$ cat config.mk
export PLATFORM = sky130hd
export DESIGN_NAME = counter_monitor_flat
export DESIGN_NICKNAME = d
export VERILOG_FILES = /design/src/rtl/counter_monitor_if.sv /design/src/rtl/counter_monitor.sv /design/src/flat_wrapper.sv
export SDC_FILE = /design/constraint.sdc
export NUM_CORES = 1
export LEC_CHECK = 0
export BUFFER_PORTS_ARGS = -buffer_cell sky130_fd_sc_hd__buf_2
export CORE_ASPECT_RATIO = 1.2
export CORE_UTILIZATION = 40
export DETAILED_ROUTE_END_ITERATION = 7
export PLACE_DENSITY = 0.71
export SLEW_MARGIN = 20
export SYNTH_ARGS = -nofsm -noshare
export SYNTH_HDL_FRONTEND = slang
export SYNTH_SLANG_ARGS = --single-unit
$ cat constraint.sdc
create_clock -name clock -period 5.4 [get_ports clock]
set_input_delay 0 -clock clock [delete_from_list [all_inputs] [get_ports clock]]
set_output_delay 0 -clock clock [all_outputs]
set_load 0.01 [all_outputs]
$ cat src/rtl/counter_monitor_if.sv
// -----------------------------------------------------------------------------
// counter_monitor_if
// Groups the signals between a modulo-2^WIDTH up-counter checker and its
// environment.
//   master : drives enable/clear/counterValue, observes the health outputs
//   slave  : the monitor itself
// Signals:
//   enable       - enable shared with the monitored counter
//   clear        - synchronous clear of counts and FSM
//   counterValue - count output of the monitored counter
//   locked       - FSM is tracking the count stream
//   wrapPulse    - one-cycle pulse per legal wrap 2^WIDTH-1 -> 0
//   wrapCount    - saturating count of legal wraps
//   errorFlag    - sticky mismatch flag
//   errorCount   - saturating count of mismatches
//   fault        - FSM has given up after too many mismatches
// -----------------------------------------------------------------------------
interface counter_monitor_if #(
    parameter int WIDTH  = 3,
    parameter int WRAP_W = 8,
    parameter int ERR_W  = 4
);
    logic              enable;
    logic              clear;
    logic [WIDTH-1:0]  counterValue;
    logic              locked;
    logic              wrapPulse;
    logic [WRAP_W-1:0] wrapCount;
    logic              errorFlag;
    logic [ERR_W-1:0]  errorCount;
    logic              fault;

    modport master (
        output enable, clear, counterValue,
        input  locked, wrapPulse, wrapCount, errorFlag, errorCount, fault
    );

    modport slave (
        input  enable, clear, counterValue,
        output locked, wrapPulse, wrapCount, errorFlag, errorCount, fault
    );
endinterface

$ cat src/rtl/counter_monitor.sv
// -----------------------------------------------------------------------------
// counter_monitor
// Checks every step of a free-running modulo-2^WIDTH up-counter with enable.
// Each edge in TRACK compares the sampled count with the previous sample plus
// the previous enable, then resyncs to the current sample. Legal wraps are
// pulsed and counted; mismatches set a sticky flag and are counted, and
// reaching ERR_LIMIT mismatches parks the FSM in FAULT until clear or reset.
// Ports:
//   clock - rising-edge clock shared with the counter
//   reset - asynchronous active-high reset, clears all state
//   bus   - counter_monitor_if slave modport (inputs enable/clear/counterValue,
//           registered health outputs)
// -----------------------------------------------------------------------------
module counter_monitor #(
    parameter int WIDTH     = 3,
    parameter int WRAP_W    = 8,
    parameter int ERR_W     = 4,
    parameter int ERR_LIMIT = 3
) (
    input  logic             clock,
    input  logic             reset,
    counter_monitor_if.slave bus
);

    typedef enum logic [1:0] {
        ST_SYNC  = 2'd0,
        ST_TRACK = 2'd1,
        ST_FAULT = 2'd2
    } state_e;

    state_e            state_q,       state_d;
    logic [WIDTH-1:0]  prev_value_q,  prev_value_d;
    logic              prev_enable_q, prev_enable_d;
    logic [WRAP_W-1:0] wrap_count_q,  wrap_count_d;
    logic [ERR_W-1:0]  err_count_q,   err_count_d;
    logic              err_flag_q,    err_flag_d;
    logic              wrap_pulse_q,  wrap_pulse_d;

    logic [WIDTH-1:0]  expected;
    logic              mismatch;
    logic              legal_wrap;

    // Carry out of the top bit is dropped, which is what makes 2^WIDTH-1 -> 0
    // an expected step rather than a mismatch.
    assign expected   = prev_value_q + WIDTH'(prev_enable_q);
    assign mismatch   = (bus.counterValue != expected);
    assign legal_wrap = prev_enable_q && (prev_value_q == '1) && (bus.counterValue == '0);

    // NOTE: every signal gets its default before the case so no path through
    // this block leaves a value unassigned; that is what keeps it free of latches.
    always_comb begin
        state_d       = state_q;
        prev_value_d  = bus.counterValue;
        prev_enable_d = bus.enable;
        wrap_count_d  = wrap_count_q;
        err_count_d   = err_count_q;
        err_flag_d    = err_flag_q;
        wrap_pulse_d  = 1'b0;

        if (bus.clear) begin
            // Clear outranks any comparison made on the same edge.
            state_d      = ST_SYNC;
            wrap_count_d = '0;
            err_count_d  = '0;
            err_flag_d   = 1'b0;
        end else begin
            case (state_q)
                ST_SYNC: begin
                    state_d = ST_TRACK;
                end
                ST_TRACK: begin
                    if (mismatch) begin
                        err_flag_d = 1'b1;
                        if (err_count_q != '1) begin
                            err_count_d = err_count_q + ERR_W'(1);
                        end
                        if (err_count_d == ERR_W'(ERR_LIMIT)) begin
                            state_d = ST_FAULT;
                        end
                    end else if (legal_wrap) begin
                        wrap_pulse_d = 1'b1;
                        if (wrap_count_q != '1) begin
                            wrap_count_d = wrap_count_q + WRAP_W'(1);
                        end
                    end
                end
                ST_FAULT: begin
                    // Counts and flag hold; only clear or reset leaves FAULT.
                    state_d = ST_FAULT;
                end
                default: begin
                    state_d = ST_SYNC;
                end
            endcase
        end
    end

    // NOTE: state registers use non-blocking assignments so every register
    // samples the pre-edge value of every other, independent of statement order.
    always_ff @(posedge clock or posedge reset) begin
        if (reset) begin
            state_q       <= ST_SYNC;
            prev_value_q  <= '0;
            prev_enable_q <= 1'b0;
            wrap_count_q  <= '0;
            err_count_q   <= '0;
            err_flag_q    <= 1'b0;
            wrap_pulse_q  <= 1'b0;
        end else begin
            state_q       <= state_d;
            prev_value_q  <= prev_value_d;
            prev_enable_q <= prev_enable_d;
            wrap_count_q  <= wrap_count_d;
            err_count_q   <= err_count_d;
            err_flag_q    <= err_flag_d;
            wrap_pulse_q  <= wrap_pulse_d;
        end
    end

    // Status decoded purely from registers: no combinational input-to-output path.
    assign bus.locked     = (state_q == ST_TRACK);
    assign bus.fault      = (state_q == ST_FAULT);
    assign bus.wrapPulse  = wrap_pulse_q;
    assign bus.wrapCount  = wrap_count_q;
    assign bus.errorFlag  = err_flag_q;
    assign bus.errorCount = err_count_q;

endmodule
$ cat src/flat_wrapper.sv
// flat-port wrapper written by rule: the top's interface ports become plain ports
module counter_monitor_flat 
#(
    parameter int WIDTH     = 3,
    parameter int WRAP_W    = 8,
    parameter int ERR_W     = 4,
    parameter int ERR_LIMIT = 3
)
  (clock, reset, bus_enable, bus_clear, bus_counterValue, bus_locked, bus_wrapPulse, bus_wrapCount, bus_errorFlag, bus_errorCount, bus_fault);
  counter_monitor_if #(.WIDTH(WIDTH), .WRAP_W(WRAP_W), .ERR_W(ERR_W)) bus_i ();
  input  logic clock;
  input  logic reset;
  input wire logic [$bits(bus_i.enable)-1:0] bus_enable;
  input wire logic [$bits(bus_i.clear)-1:0] bus_clear;
  input wire logic [$bits(bus_i.counterValue)-1:0] bus_counterValue;
  output wire logic [$bits(bus_i.locked)-1:0] bus_locked;
  output wire logic [$bits(bus_i.wrapPulse)-1:0] bus_wrapPulse;
  output wire logic [$bits(bus_i.wrapCount)-1:0] bus_wrapCount;
  output wire logic [$bits(bus_i.errorFlag)-1:0] bus_errorFlag;
  output wire logic [$bits(bus_i.errorCount)-1:0] bus_errorCount;
  output wire logic [$bits(bus_i.fault)-1:0] bus_fault;
  assign bus_i.enable = bus_enable;
  assign bus_i.clear = bus_clear;
  assign bus_i.counterValue = bus_counterValue;
  assign bus_locked = bus_i.locked;
  assign bus_wrapPulse = bus_i.wrapPulse;
  assign bus_wrapCount = bus_i.wrapCount;
  assign bus_errorFlag = bus_i.errorFlag;
  assign bus_errorCount = bus_i.errorCount;
  assign bus_fault = bus_i.fault;
  counter_monitor #(.WIDTH(WIDTH), .WRAP_W(WRAP_W), .ERR_W(ERR_W), .ERR_LIMIT(ERR_LIMIT)) u_core (.clock(clock), .reset(reset), .bus(bus_i));
endmodule
==> flow_metrics.py <==
metrics = {
    "route": {
        "via_per_inst": 5.509,
        "drcViolationCount": 0,
        "postRouteAntennaNets": 0,
        "drt_iter0_markers": 17,
        "vias": 898,
        "totalWireLength_um": 2135,
        "drtPass1Iterations": 4,
        "routedWlPerCell_um": 13.10,
    },
    "logic_synthesis": {
        "synth-seq-cells": 20,
        "synth.net_count": 118,
        "synth_area_um2": 1111,
        "ys.flop_type": "dfrtp_1",
        "synth.yosys.seq_area_share": 0.4505,
        "netlist_instances": 104,
        "async_reset_ff_frac": 1.000,
        "syn_area_per_cell_um2": 10.68,
        "synth.distinct_cells": 35,
        "synth_edf_count": 0,
        "yosys_warnings": 0,
    },
    "critical_path": {
        "cp_num_buf_inv": 0,
        "cp_max_fo": 12,
        "crit_chain": "ha_1, ha_1, or4b_1, or4_4, or4_1, a21oi_1",
        "worst_setup_path_end_kind": "register",
        "worst_ep_arrival_time_ns": 3.09,
        "cpLargestDelayFamily": "simple AND/OR/NAND/NOR gates",
        "rr_startpoint": "u_core.prev_enable_q$_DFF_PP0_",
        "regToRegSetupSlack_ns": 2.54,
        "crit_path_frequent_cell": "ha_1",
        "reg2reg_depth": 6,
        "r2r-end": "u_core.bus.wrapCount[4]$_DFFE_PP0P_",
        "critPathRequiredTime_ns": 5.63,
        "critPathSlowestCell": "or4_4",
        "cpPeakStageDelay_ns": 0.61,
        "critical_path_class": "reg -> reg",
        "startpoint_type": "register",
    },
    "power": {
        "clkPwrFrac": 0.232,
        "power_density_nw_per_um2": 286.2,
        "p_seq_frac": 0.473,
        "internal_power_mw": 0.2575,
        "power_mw": 0.3785,
        "p_sw_mw": 0.1210,
        "p_leak_nw": 0.6411,
        "p_sw_frac": 0.3198,
        "combPwrFrac": 0.295,
        "ir_worst_vdd_mv": 0.1502,
    },
    "die": {
        "die_x_um": 50.11,
        "core_area_um2": 2577,
        "start_util": 0.4311,
        "die_area_um2": 2993,
        "die_y_um": 59.74,
        "num_io_pins": 23,
        "rows": 20,
    },
    "sta": {
        "hold_viol": 0,
        "fmax_mhz": 349.2,
        "maxSlewViolCount": 0,
        "setup_viol": 0,
        "skew_ns": 0.001875,
        "tns_ns": 0,
        "rsz0062_at_grt": "false",
        "timing.final.crit_share": 0.5304,
        "finalCriticalPeriod_ns": 2.864,
        "worst_pin_slew_ns": 0.7607,
        "max_slew_margin": 0.4923,
    },
    "grt": {
        "grt_pass1_vias": 835,
        "grt_pass1_wl_um": 3836,
        "grt_use_total": 0.1675,
        "grt_overflow": 0,
        "grt_antenna_before_repair": 0,
        "grt_max_degree": 21,
    },
    "place": {
        "place_hpwl_um": 1558,
        "place_inst": 154,
        "gp_congestion": 0.7210,
        "port_buffers": 22,
    },
    "clocking": {
        "clk_pin_slew_ns": 0.11,
        "cts.sinks": 20,
        "cts_max_path_buffers": 2,
        "clock_latency_ns": 0.30,
        "cts_buffers": 3,
        "htree_levels": 1,
        "root_buffer": "clkbuf_4",
        "cts_tree": "yes",
    },
    "final_layout": {
        "drive_above_1_share": 0.2385,
        "area_growth_pct": 19.03,
        "nets": 145,
        "mostFrequentLayoutCells": "buf_2, dfrtp_1, a21oi_1",
        "mostFrequentLayoutCell": "buf_2",
        "instances_no_fill": 163,
        "antennaDiodeCount": 0,
    },
    "min_path": {
        "hp-class": "in -> reg",
        "min_from": "bus_clear",
        "min_path_cells": 2,
        "worstHoldEndpoint": "u_core.bus.errorCount[0]$_DFFE_PP0P_",
    },
    "flow_run": {
        "cap_viol_max_count": 0,
    },
    "run_status": {
        "status": "completed",
    },
}
-- registers in the layout, indices dropped and copies added, names as in the netlist --
register	flops
u_core.bus.wrapCount	8
u_core.state_q	2
u_core.bus.errorFlag	1
u_core.prev_value_q	3
u_core.bus.errorCount	4
u_core.prev_enable_q	1
u_core.bus.wrapPulse	1
-- logic make-up after synthesis --
family / synth area share
XOR/XNOR: 0.05292
multiplexers: 0.03716
flip-flops: 0.4505
buffers and inverters: 0.03378
AND/OR/NAND/NOR: 0.2241
AO/OA/AOI/OAI: 0.1227
adder cells (fa/ha/maj): 0.07883
-- cells in the mapped netlist (all sizes together), types with 2 or more instances --
cell    instances  share of area
nand2b          4          0.023
dfrtp          20           0.45
inv             3          0.010
buf             2          0.014
nand4           2          0.011
xor2            4          0.032
clkbuf          3          0.010
nand3           4          0.018
nor2            5          0.017
mux2i           3          0.027
or4             4          0.030
nor2b           2          0.011
and4b           2          0.020
and3            3          0.017
o31ai           4          0.027
and2            2          0.011
a31oi           2          0.011
or3             3          0.017
a21oi           8          0.036
nand2           3          0.010
ha              7          0.079
a211oi          2          0.014
o21ai           2         0.0090
-- routing by layer --
metal	share of wire	global-route usage	vias up
met5	0	0	-
met4	0	0.06122	0
met3	0.032	0.02290	0
met2	0.50	0.2952	15
met1	0.46	0.2074	444
li1	-	-	439
-- power by group through the flow --
stage / Combinational [mW] / Sequential (mW) / Clock [mW]
after floorplan: 0.0776 / 0.183 / 0
after global placement: 0.107 / 0.181 / 0
after detailed placement: 0.110 / 0.182 / 0
after CTS: 0.113 / 0.180 / 0.0911
final: 0.112 / 0.179 / 0.0877
after global routing: 0.125 / 0.182 / 0.0947
-- how the worst max path moves through the flow --
| stage | from | endpoint | cells after the start |
|---|---|---|---|
| after CTS | u_core.prev_enable_q$_DFF_PP0_ | u_core.bus.wrapCount[4]$_DFFE_PP0P_ | 6 |
| after global routing | u_core.prev_enable_q$_DFF_PP0_ | u_core.bus.wrapCount[3]$_DFFE_PP0P_ | 6 |
| final | u_core.prev_enable_q$_DFF_PP0_ | u_core.bus.wrapCount[4]$_DFFE_PP0P_ | 6 |
| after detailed placement | u_core.prev_enable_q$_DFF_PP0_ | u_core.bus.wrapCount[4]$_DFFE_PP0P_ | 6 |
| after global placement | u_core.prev_enable_q$_DFF_PP0_ | u_core.bus.wrapCount[3]$_DFFE_PP0P_ | 6 |
| after floorplan | u_core.prev_enable_q$_DFF_PP0_ | u_core.bus.wrapCount[5]$_DFFE_PP0P_ | 7 |
-- layout make-up --
cell class,instances,area (um2)
clock buffers,4,36.28
fillers,249,1255
inverters,3,11.26
multi-input cells,76,573.1
flip-flops and latches,20,500.5
well taps,33,41.29
repair buffers,27,160.2
-- per-stage QoR --
stage	utilization	instance area, um2	hold slack, ns	setup slack (ns)
6_report	0.5131	1323	0.07848	2.536
5_1_grt	0.5131	1323	0.09355	2.425
4_1_cts	0.5131	1323	0.07088	2.529
3_5_place_dp	0.4796	1236	0.1137	2.555
3_3_place_gp	0.4796	1236	0.1140	2.672
2_1_floorplan	-	1111	-0.03617	2.640
-- what timing repair did --
| item | CTS | global route |
|---|---|---|
| hold endpoints to repair | 24 | 0 |
| resized for setup | 0 | 0 |
| hold buffers | 5 | 0 |
| setup buffers | 0 | 0 |
(Power assumes the default switching activity.)
